`src/rtl/pipeline_scoreboard.sv`:
```
// pipeline_scoreboard
//   Hazard and forwarding controller for the in-order pipeline. A shift
//   register of DEPTH slots follows each instruction's destination after it
//   leaves ID (slot 1 = EX ... slot DEPTH = WB). From those slots it derives
//   load-use and branch-operand stalls, the IF/ID flush for taken branches,
//   and per-operand forwarding selects for the instruction in ID.
//
//   Ports
//     clock, reset      rising-edge clock, asynchronous active-low reset
//     id_*              decoded fields of the instruction currently in ID
//     branch_taken      ID branch comparison result
//     stall             hold PC and IF/ID, inject a bubble into ID/EX
//     flush             clear IF/ID
//     fwd_sel_rs/rt     0 = register file, k = result of producer stage k
//     stage_busy        valid bit of each slot (bit k-1 = slot k)
//     stall_count,      saturating event counters, present only when
//     flush_count       PIPELINE_SCOREBOARD_PERF_EN is defined
module pipeline_scoreboard #(
    parameter int DEPTH      = 3,
    parameter int REG_ADDR_W = 5,
    parameter int SEL_W      = $clog2(DEPTH + 1)
) (
    input  logic                  clock,
    input  logic                  reset,
    input  logic                  id_valid,
    input  logic [REG_ADDR_W-1:0] id_rs,
    input  logic [REG_ADDR_W-1:0] id_rt,
    input  logic                  id_use_rs,
    input  logic                  id_use_rt,
    input  logic [REG_ADDR_W-1:0] id_rd,
    input  logic                  id_reg_write,
    input  logic                  id_mem_read,
    input  logic                  id_branch,
    input  logic                  branch_taken,
    output logic                  stall,
    output logic                  flush,
    output logic [SEL_W-1:0]      fwd_sel_rs,
    output logic [SEL_W-1:0]      fwd_sel_rt,
    output logic [DEPTH-1:0]      stage_busy
`ifdef PIPELINE_SCOREBOARD_PERF_EN
    ,
    output logic [31:0]           stall_count,
    output logic [31:0]           flush_count
`endif
);

    typedef struct packed {
        logic                  valid;
        logic [REG_ADDR_W-1:0] rd;
        logic                  regWrite;
        logic                  memRead;
    } SlotEntry;

    SlotEntry         slots [1:DEPTH];
    SlotEntry         entry;
    logic [DEPTH:1]   matchRs;
    logic [DEPTH:1]   matchRt;
    logic             loadUse;
    logic             branchStall;
    logic             stallInt;

    // A stalled instruction stays in ID, so a bubble enters slot 1 instead.
    always_comb begin
        entry          = '0;
        entry.valid    = id_valid & ~stallInt;
        entry.rd       = id_rd;
        entry.regWrite = id_reg_write;
        entry.memRead  = id_mem_read;
    end

    // NOTE: the slots are a handful of flops, not a RAM, so resetting every
    // entry asynchronously is cheap and makes stage_busy clear immediately.
    always_ff @(posedge clock or negedge reset) begin
        if (!reset) begin
            for (int k = 1; k <= DEPTH; k++) slots[k] <= '0;
        end else begin
            slots[1] <= entry;
            for (int k = 2; k <= DEPTH; k++) slots[k] <= slots[k-1];
        end
    end

    // Register 0 is hard-wired, so a producer targeting it never matches.
    // NOTE: combinational blocks use blocking assignments and give every
    // output a value on every path, which keeps latches from being inferred.
    always_comb begin
        matchRs = '0;
        matchRt = '0;
        for (int k = 1; k <= DEPTH; k++) begin
            matchRs[k] = slots[k].valid & slots[k].regWrite & (slots[k].rd != '0)
                       & (slots[k].rd == id_rs) & id_use_rs & id_valid;
            matchRt[k] = slots[k].valid & slots[k].regWrite & (slots[k].rd != '0)
                       & (slots[k].rd == id_rt) & id_use_rt & id_valid;
        end
    end

    // A load result is usable from slot 2 on. A branch compares in ID, one
    // stage earlier than the ALU, so it also waits out an ALU producer in
    // slot 1 and a load in slot 2.
    assign loadUse     = (matchRs[1] | matchRt[1]) & slots[1].memRead;
    assign branchStall = id_branch & ((matchRs[1] | matchRt[1])
                       | ((matchRs[2] | matchRt[2]) & slots[2].memRead));
    assign stallInt    = loadUse | branchStall;

    // Slots are already clear during reset; flush depends on ID inputs alone
    // and must be masked explicitly.
    assign stall = stallInt & reset;
    assign flush = reset & id_valid & id_branch & branch_taken & ~stallInt;

    // Scan oldest to youngest so the youngest producer overwrites the select.
    always_comb begin
        fwd_sel_rs = '0;
        fwd_sel_rt = '0;
        for (int k = DEPTH; k >= 1; k--) begin
            if (matchRs[k]) fwd_sel_rs = SEL_W'(k);
            if (matchRt[k]) fwd_sel_rt = SEL_W'(k);
        end
        if (stallInt) begin
            fwd_sel_rs = '0;
            fwd_sel_rt = '0;
        end
    end

    always_comb begin
        stage_busy = '0;
        for (int k = 1; k <= DEPTH; k++) stage_busy[k-1] = slots[k].valid;
    end

`ifdef PIPELINE_SCOREBOARD_PERF_EN
    logic [31:0] stallCount;
    logic [31:0] flushCount;

    always_ff @(posedge clock or negedge reset) begin
        if (!reset) begin
            stallCount <= '0;
            flushCount <= '0;
        end else begin
            if (stall && stallCount != '1) stallCount <= stallCount + 32'd1;
            if (flush && flushCount != '1) flushCount <= flushCount + 32'd1;
        end
    end

    assign stall_count = stallCount;
    assign flush_count = flushCount;
`endif

endmodule

```
`config.mk`:
```
export PLATFORM = sky130hd
export DESIGN_NAME = pipeline_scoreboard
export DESIGN_NICKNAME = d
export VERILOG_FILES = /design/src/rtl/pipeline_scoreboard.sv
export SDC_FILE = /design/constraint.sdc
export NUM_CORES = 1
export LEC_CHECK = 0
export BUFFER_PORTS_ARGS = -buffer_cell sky130_fd_sc_hd__buf_2
export CORE_MARGIN = 3
export CORE_UTILIZATION = 51
export DETAILED_ROUTE_END_ITERATION = 16
export GPL_TIMING_DRIVEN = 0
export PLACE_DENSITY = 0.78
export SLEW_MARGIN = 20
export SYNTH_ARGS = -nofsm -noshare
export SYNTH_HDL_FRONTEND = slang
export SYNTH_SLANG_ARGS = --single-unit
export TNS_END_PERCENT = 10
```
`constraint.sdc`:
```
create_clock -name clock -period 2.33 [get_ports clock]
set_clock_uncertainty 0.05 [all_clocks]
set_input_delay 0.466 -clock clock [delete_from_list [all_inputs] [get_ports clock]]
set_output_delay 0.466 -clock clock [all_outputs]
set_load 0.1 [all_outputs]
```
Yosys cells after proc, flatten, opt, wreduce, memory -nomap -nowiden
Index checks and enable logic that the tools add are counted.
{ "classes": {"eq_ne": 6, "mux": 8, "bitwise_logic": 38, "n_reduce_logical": 3} }
{ "ops": {"columns": ["cell", "n"], "rows": [
  ["$and 1x1->1", 33],
  ["$eq 5x5->1", 6],
  ["$mux 2", 8],
  ["$reduce_bool 5->1", 3],
  ["$or 1x1->1", 4],
  ["$not 1->1", 1]
]} }
{ "totals": {"regBits": 23, "input_bits": 24, "out_inout_bits": 9, "word_cells": 66} }

Longest topological paths before layout
Gate-level depths: netlist of run 1.
{ "depth": {"depth_word": 12, "mapped_depth": 5, "depth_no_buf": 5} }

Least setup slack after synthesis of run 1
OpenSTA, ideal clock, no wires.
{ "synth_path": {"kind": "flip-flop to output port", "from": "register slots[10] (netlist bit)", "to": "output flush", "t_arrival_ns": 3.366, "required_ns": 1.814, "path_slack_ns": -1.552, "stages_incl_launch_ff": 6, "n_path_buf": 0, "cell_sequence": "dfrtp_1 > or3_1 > o311a_1 > nand3_1 > a21oi_4 > nor3_1"} }
{ "synth_between": {"elab_chain_cells": 12, "elab_cells_between_ends": 17, "cone_classes": "eq/ne: 2; bitwise: 14; reduce/logical: 1"} }
{ "synth_lines": {"columns": ["item", "line_no", "source"], "rows": [
  ["start, declared", "54", "SlotEntry slots [1:DEPTH];"],
  ["$reduce_bool 5->1", "89, 91", null],
  ["$and 1x1->1", "89, 91", null],
  ["$and 1x1->1 (on tied branches) (3 in series)", "90, 92", null],
  ["$or 1x1->1 (*)", "101", "| ((matchRs[2] | matchRt[2]) & slots[2].memRead));"],
  ["$and 1x1->1 (*)", "101", null],
  ["$or 1x1->1 (*)", "101", null],
  ["$and 1x1->1 (*)", "100", "assign branchStall = id_branch & ((matchRs[1] | matchRt[1])"],
  ["$or 1x1->1 (*)", "102", "assign stallInt = loadUse | branchStall;"],
  ["$not 1->1 (*)", "107", "assign flush = reset & id_valid & id_branch & branch_taken & ~stallInt;"],
  ["$and 1x1->1 (*)", "107", null],
  ["end, declared", "36", "output logic flush,"]
]} }
Every way passes the cells marked *; elsewhere a longest branch is shown, timed or not.

Final worst setup path of run 1
{ "layout_path": {"from": "register slots[19] (netlist bit)", "to": "output fwd_sel_rs[1]"} }
{ "layout_between": {"elab_chain_cells": 10, "elab_cells_between_ends": 17, "cone_classes": "eq/ne: 2; mux: 2; bitwise: 12; reduce/logical: 1"} }
{ "layout_lines": {"columns": ["item", "line_no", "source"], "rows": [
  ["$reduce_bool 5->1", "89, 91", null],
  ["$and 1x1->1", "89, 91", null],
  ["$and 1x1->1 (on tied branches) (3 in series)", "90, 92", null],
  ["$or 1x1->1", "99, 100", null],
  ["$or 1x1->1", "101", null],
  ["$and 1x1->1", "100", null],
  ["$or 1x1->1", "102", null],
  ["$mux 2 (*)", "117", "if (stallInt) begin"],
  ["end, declared", "37", "output logic [SEL_W-1:0] fwd_sel_rs,"]
]} }
Marks and branches as above.

==> results of run 1 <==
## power by group through the flow
stage	logic, mW	registers (mW)	clock network, mW
after detailed placement	0.137	0.449	0
after floorplan	0.0865	0.444	0
final	0.167	0.444	0.172
after global routing	0.178	0.446	0.192
after CTS	0.147	0.440	0.174
after global placement	0.133	0.448	0
## timing repair
action,in CTS,in global routing
gates resized for setup,23,10
setup endpoints to repair,6,6
buffers inserted,4,6
pin swaps,5,5
## through the flow
step	utilization, %	hold WS, ns	instance area, um^2
finish	80.2	0.0657	1670
global route	80.2	0.0800	1670
CTS	75.0	0.0737	1560
detailed placement	68.1	0.319	1420
global placement	68.1	0.315	1420
floorplan	-	0.120	1220
## metal layers
| layer | track usage [%] | vias up | routed length, um |
|---|---|---|---|
| li1 | - | 442 | - |
| met1 | 26.5 | 490 | 1310 |
| met5 | 0 | - | 0 |
| met4 | 5.39 | 0 | 83 |
| met2 | 37.3 | 52 | 1740 |
| met3 | 3.81 | 8 | 183 |
## path summary, 6_finish.rpt
path | startpoint | endpoint | slack (ns) | cells past startpoint
hold reg to reg | slots[17] | slots[9] | 0.37 | 0
min in group clock | id_rd[2] | slots[20] | 0.21 | 1
hold / removal | reset | slots[21] | 0.07 | 1
setup / recovery | slots[19] | fwd_sel_rs[1] | -0.49 | 5
setup reg to reg | slots[12] | stage_busy[0] | 0.53 | 5
max in group asynchronous | reset | slots[14] | 1.80 | 1
## kinds of logic after synthesis
group	count (synthesis)	synth area share [%]
buffers and inverters	4	2.20
AO/OA/AOI/OAI	10	12.5
XOR/XNOR	30	22.0
flip-flops	23	48.2
AND/OR/NAND/NOR	30	15.2
## flip-flops by register name (all words and copies together), names as in the netlist
name and count:
stage_busy 3, slots 20
## cell usage in the layout (no fill, tap or decap), types with 3 or more instances in the layout
master    Yosys  layout
xnor2_1      14      14
buf_4         3      12
xor2_1       16      16
buf_12        0       4
nor4_2        0       4
buf_6         0       3
nand2_1       4       4
nand4_1       5       5
clkbuf_4      0       3
dfrtp_1      23      22
buf_2         0      26
## area by class of cell
class / count / area [um^2] / share of cell area [%]
tap: 27 / 33.8 / 2.02
inverter: 1 / 3.75 / 0.225
timing repair buffer: 42 / 312 / 18.7
clock buffer: 4 / 26.3 / 1.57
buffer: 3 / 22.5 / 1.35
sequential: 23 / 577 / 34.6
multi-input combinational: 70 / 694 / 41.6
## worst register-to-register path: stages (launching register included)
cell and delay, ns:
dfrtp_1 0.46, xor2_1 0.19, nor4_2 0.35, nand4_1 0.20
a21oi_4 0.34, nor3b_1 0.09
==> impl_summary.txt, run 1 <==
----------------------------------------------------
[Setup path]
  Element type at the critical path start ... flip-flop
  Biggest fanout along the worst timing path ... 4
  Crit path cell chain ... or3_4, o311a_4, and2_1, a2111oi_4, buf_6
  Data arrival, critical path ... 2.30 ns
  Slowest-stage cell, CP ... dfrtp_1
  Top Family by Delay on Critical Path ... compound AO/OA/AOI/OAI gates
  CP Capture Type ... output port
  Buffer and inverter count on the worst path ... 1
  Critical path class ... flip-flop to output port
  Required @ worst endpoint ... 1.81 ns
  CP peak stage delay ... 0.44 ns

[Synthesis]
  Cell taking the most area after synthesis ... dfrtp_1
  Sequential element share of the synthesized area ... 48.2%
  Total nets after synthesis ... 121
  Async S/R FF share, synth ... 100%
  Library cells used by synthesis ... 28
  Gate count after technology mapping ... 97
  Area contributors post-synth ... dfrtp_1 (48%), xor2_1 (12%), xnor2_1 (10%), a2111oi_4 (4.6%), nand4_1 (2.6%)
  Most frequent cell after synthesis ... dfrtp_1
  #FFs+latches synth ... 23
  Most common flop cell mapped by yosys ... dfrtp_1
  Post-synthesis instance area ... 0.00119 mm^2
  Synthesized area per cell ... 12.3 um^2
  Number of enable flip-flop cells after synthesis ... 0
  Post-synth top cells ... dfrtp_1 (23), xor2_1 (16), xnor2_1 (14)
  Warnings, synthesis ... 0
  Area share of the largest cell type after synthesis ... 48.2%

[Timing]
  Sum Neg Setup Slack ... -2.70 ns
  Final worst path period share ... 121%
  Setup repair after global routing missed its margin ... yes
  Post-layout minimum cycle time ... 2.82 ns
  Slew of the pin with the lowest slew margin ... 0.501 ns
  Finish-stage setup viols ... 6
  Final Max Tran Viols ... 0
  Final Hold Violating Endpoints ... 0
  Achievable Freq ... 355 MHz
  Remaining max-slew budget at the tightest pin ... 66.6%
  Least setup slack across all paths after layout ... -0.491 ns

[Place]
  HPWL reported at the end of detailed placement ... 2000 um
  Buffers on Ports ... 32
  # placed instances ... 156
  Weighted congestion at the end of routability-driven global placement ... 0.871
  Place WS ... -0.624 ns

[Floorplan]
  Die Span X ... 54.4 um
  Effective utilization at floorplan ... 57.4%
  Count of boundary I/O pins ... 33
  # rows ... 16
  Vertical die dimension ... 54.4 um
  Area inside the core boundary ... 0.00208 mm^2
  Full die area ... 0.00296 mm^2

[Clocking]
  Buffer depth of the longest clock path ... 2
  Clock transition at the registers of the reported paths ... 0.11 ns
  Clock tree root driver cell ... clkbuf_4
  Number of hold buffers added after CTS ... 0
  Worst skew pair latency ... 0.30 ns
  Clock tree from TritonCTS ... built
  Number of clock buffers inserted by TritonCTS ... 3
  H-tree depth ... 1
  CTS sink cnt ... 23

[Route]
  Final routed wirelength across all metal layers ... 3310 um
  Vias/cell ... 5.84
  Post-route ant nets ... 0
  Initial detailed-routing violation count ... 11
  First-pass DRT Iterations ... 4
  Number of DRC violations after detailed routing ... 0
  Vias post-DR ... 992
  Post-detailed-route wirelength per cell ... 19.5 um

[Power and ir drop]
  Cell internal pwr ... 555 uW
  PwrDens ... 469 mW/mm^2
  Overall power after layout ... 783 uW
  Sequential share of power ... 56.7%
  Switching part of the total ... 29.1%
  Clock share of power ... 22.0%
  VDD IR-drop max ... 0.534 mV
  Logic pwr share ... 21.4%
  Switching power ... 228 uW
  Standby leakage power ... 0.684 nW

[Run status]
  Outcome ... complete, but fails checks
  Violated checks ... negative setup slack

[Global route]
  Global router's overall resource usage ... 21.1%
  Vias in the first global route ... 904
  First-pass GRT wire length ... 4260 um
  GRT Residual Overflow ... 0
  Initial antenna violation count ... 0
  Maximum number of pins on one net before global-route repair ... 26

[Cells and area]
  Total number of nets in the final design ... 168
  Fraction of final layout cells sized beyond drive strength 1 ... 48.3%
  Layout-stage area growth over the synthesis result ... 39.7%
  Ant diodes ... 0
  Final std cells w/o fill ... 170
  Total of fill cells in the finished design ... 124

[Worst hold path]
  Hold Path Class ... input pin to asynchronous set/reset pin

[Run]
  Reported max-cap violation count ... 0

----------------------------------------------------
No activity file was read; power rests on OpenSTA's default activity.
==> run 2, diff against run 1 <==
--- a/config.mk
+++ b/config.mk
@@ -10,6 +10,7 @@
 export CORE_UTILIZATION = 51
 export DETAILED_ROUTE_END_ITERATION = 16
 export GPL_TIMING_DRIVEN = 0
+export MAX_ROUTING_LAYER = met4
 export PLACE_DENSITY = 0.78
 export SLEW_MARGIN = 20
 export SYNTH_ARGS = -nofsm -noshare
==> run 2 against run 1 <==
Against the previous run:
- total power barely moved
- sequential cell count stayed put
- final cell count stayed put
- routed wire length is 0.63% lower
- the run still ends with negative setup slack left
- count of clock-buffer cells in the layout did not move
- worst setup slack improved by 0.021 ns
- maximum frequency increased by 0.77%
- combinational power about the same
- register-to-register slack gained 0.03 ns
==> impl_summary.txt, run 2 (synthesis results as in run 1) <==
----------------------------------------------------
[Place]
  Weighted congestion at the end of routability-driven global placement ... 0.886
  HPWL reported at the end of detailed placement ... 2000 um
  Post-place instance area ... 0.00142 mm^2
  Buffers on Ports ... 32

[Clocking]
  Buffer depth of the longest clock path ... 2
  Clock tree from TritonCTS ... built
  Number of clock buffers inserted by TritonCTS ... 3
  Number of hold buffers added after CTS ... 0
  H-tree depth ... 1
  Clock transition at the registers of the reported paths ... 0.11 ns
  Worst skew pair latency ... 0.30 ns
  Clock tree root driver cell ... clkbuf_4
  CTS sink cnt ... 23

[Floorplan]
  Die Span X ... 54.4 um
  Vertical die dimension ... 54.4 um
  Area inside the core boundary ... 0.00208 mm^2
  Count of boundary I/O pins ... 33
  Full die area ... 0.00296 mm^2
  # rows ... 16
  Effective utilization at floorplan ... 57.4%

[Run status]
  Violated checks ... negative setup slack
  Outcome ... complete, but fails checks

[Route]
  Vias post-DR ... 964
  Routed metal-1 wire length ... 1340 um
  Number of DRC violations after detailed routing ... 0
  Met2 layer wire length in the routed design ... 1790 um
  Post-detailed-route wirelength per cell ... 19.4 um
  Post-route ant nets ... 0
  Vias/cell ... 5.67
  Initial detailed-routing violation count ... 25
  Detailed route wirelength on metal3 ... 141 um
  Top Layer Used ... met4
  Final routed wirelength across all metal layers ... 3290 um
  First-pass DRT Iterations ... 4

[Setup path]
  Required @ worst endpoint ... 1.81 ns
  Biggest fanout along the worst timing path ... 4
  Element type at the critical path start ... flip-flop
  Source of the worst register-to-register timing path ... slots[12]
  Data arrival, critical path ... 2.28 ns
  Cells on worst reg2reg path ... 5
  Minimum setup slack among reg-to-reg paths ... 0.56 ns
  Worst r2r dst ... stage_busy[0]
  Critical path class ... flip-flop to output port
  CP Capture Type ... output port

[Cells and area]
  Register name with the most flops ... slots
  Ant diodes ... 0
  Total number of nets in the final design ... 168
  Design Area, Final ... 0.00167 mm^2
  Layout-stage area growth over the synthesis result ... 39.7%
  Commonest non-fill, non-tap cells in the layout ... buf_2 (26), dfrtp_1 (22), xor2_1 (16)
  Fraction of final layout cells sized beyond drive strength 1 ... 48.3%
  Commonest non-fill, non-tap cell in the layout ... buf_2
  Area taken by multi-input logic gates ... 694 um^2
  Seq. cell area ... 577 um^2
  Largest register FFs ... 20
  Fin util ... 80.2%
  Total of fill cells in the finished design ... 123

[Timing]
  Final Hold Violating Endpoints ... 0
  Slew of the pin with the lowest slew margin ... 0.498 ns
  Achievable Freq ... 357 MHz
  Least setup slack across all paths after layout ... -0.469 ns
  Setup repair after global routing missed its margin ... yes
  Finish-stage setup viols ... 6
  Final worst path period share ... 120%
  Post-layout minimum cycle time ... 2.80 ns
  Final Max Tran Viols ... 0
  Sum Neg Setup Slack ... -2.66 ns
  Remaining max-slew budget at the tightest pin ... 66.8%

[Power and ir drop]
  VDD IR-drop max ... 0.499 mV
  Standby leakage power ... 0.684 nW
  PwrDens ... 469 mW/mm^2

[Global route]
  GRT Residual Overflow ... 0
  Global router's overall resource usage ... 21.7%
  Maximum number of pins on one net before global-route repair ... 26
  First-pass GRT wire length ... 4250 um
  Vias in the first global route ... 905
  Initial antenna violation count ... 0

[Run]
  Reported max-cap violation count ... 0

[Worst hold path]
  Hold Path Class ... input pin to asynchronous set/reset pin

----------------------------------------------------
## run 2: cell counts in the layout (fill, tap and decap cells not counted)
Identical to the previous run, type by type.
## run 2: area by class of cell
type                    count  share of cell area (%)
multi-input cells          70                    41.6
flip-flops and latches     23                    34.6
repair buffers             42                    18.7
well taps                  27                    2.02
clock buffers               4                    1.57
plain buffers               3                    1.35
inverters                   1                   0.225
## run 2: worst max-delay path by stage
stage | from | endpoint | slack, ns
2_1_floorplan | slots[18] | fwd_sel_rt[1] | -0.66
3_3_place_gp | id_rs[4] | stall | -0.52
3_5_place_dp | id_rs[4] | stall | -0.62
4_1_cts | slots[11] | stall | -0.47
5_1_grt | slots[14] | fwd_sel_rt[0] | -0.57
6_report | slots[11] | fwd_sel_rs[0] | -0.47
## run 2: what timing repair did
item | CTS | global route
setup buffers | 4 | 6
resized for setup | 23 | 10
pin swaps | 5 | 5
endpoints found under the setup margin | 6 | 6
## run 2: report_power, final
group,leakage [nW],internal (mW),total (mW),switching [mW]
registers,0.267,0.420,0.443,0.0239
logic,0.402,0.0687,0.167,0.0983
clock network,0.0150,0.0667,0.172,0.106
## run 2: layer usage
| layer | vias up | GRT usage (%) |
|---|---|---|
| met4 | 0 | 5.39 |
| met1 | 483 | 26.1 |
| met3 | 4 | 3.81 |
| li1 | 440 | - |
| met5 | - | - |
| met2 | 37 | 37.5 |
## run 2: stage by stage
stage	power, mW	setup WS, ns	hold WS, ns	instances
final	0.783	-0.469	0.0655	170
after global routing	0.815	-0.569	0.0708	170
after CTS	0.761	-0.474	0.0737	164
after detailed placement	0.586	-0.624	0.319	156
after global placement	0.581	-0.524	0.315	156
after floorplan	0.530	-0.665	0.120	97
## run 2: worst max-delay path, cell delays in order, from the launching register on
cell and delay [ns]:
dfrtp_1 0.47, or3_4 0.40, o311a_4 0.34, nand4b_1 0.17, nand2b_1 0.12, a211oi_4 0.26
buf_12 0.21
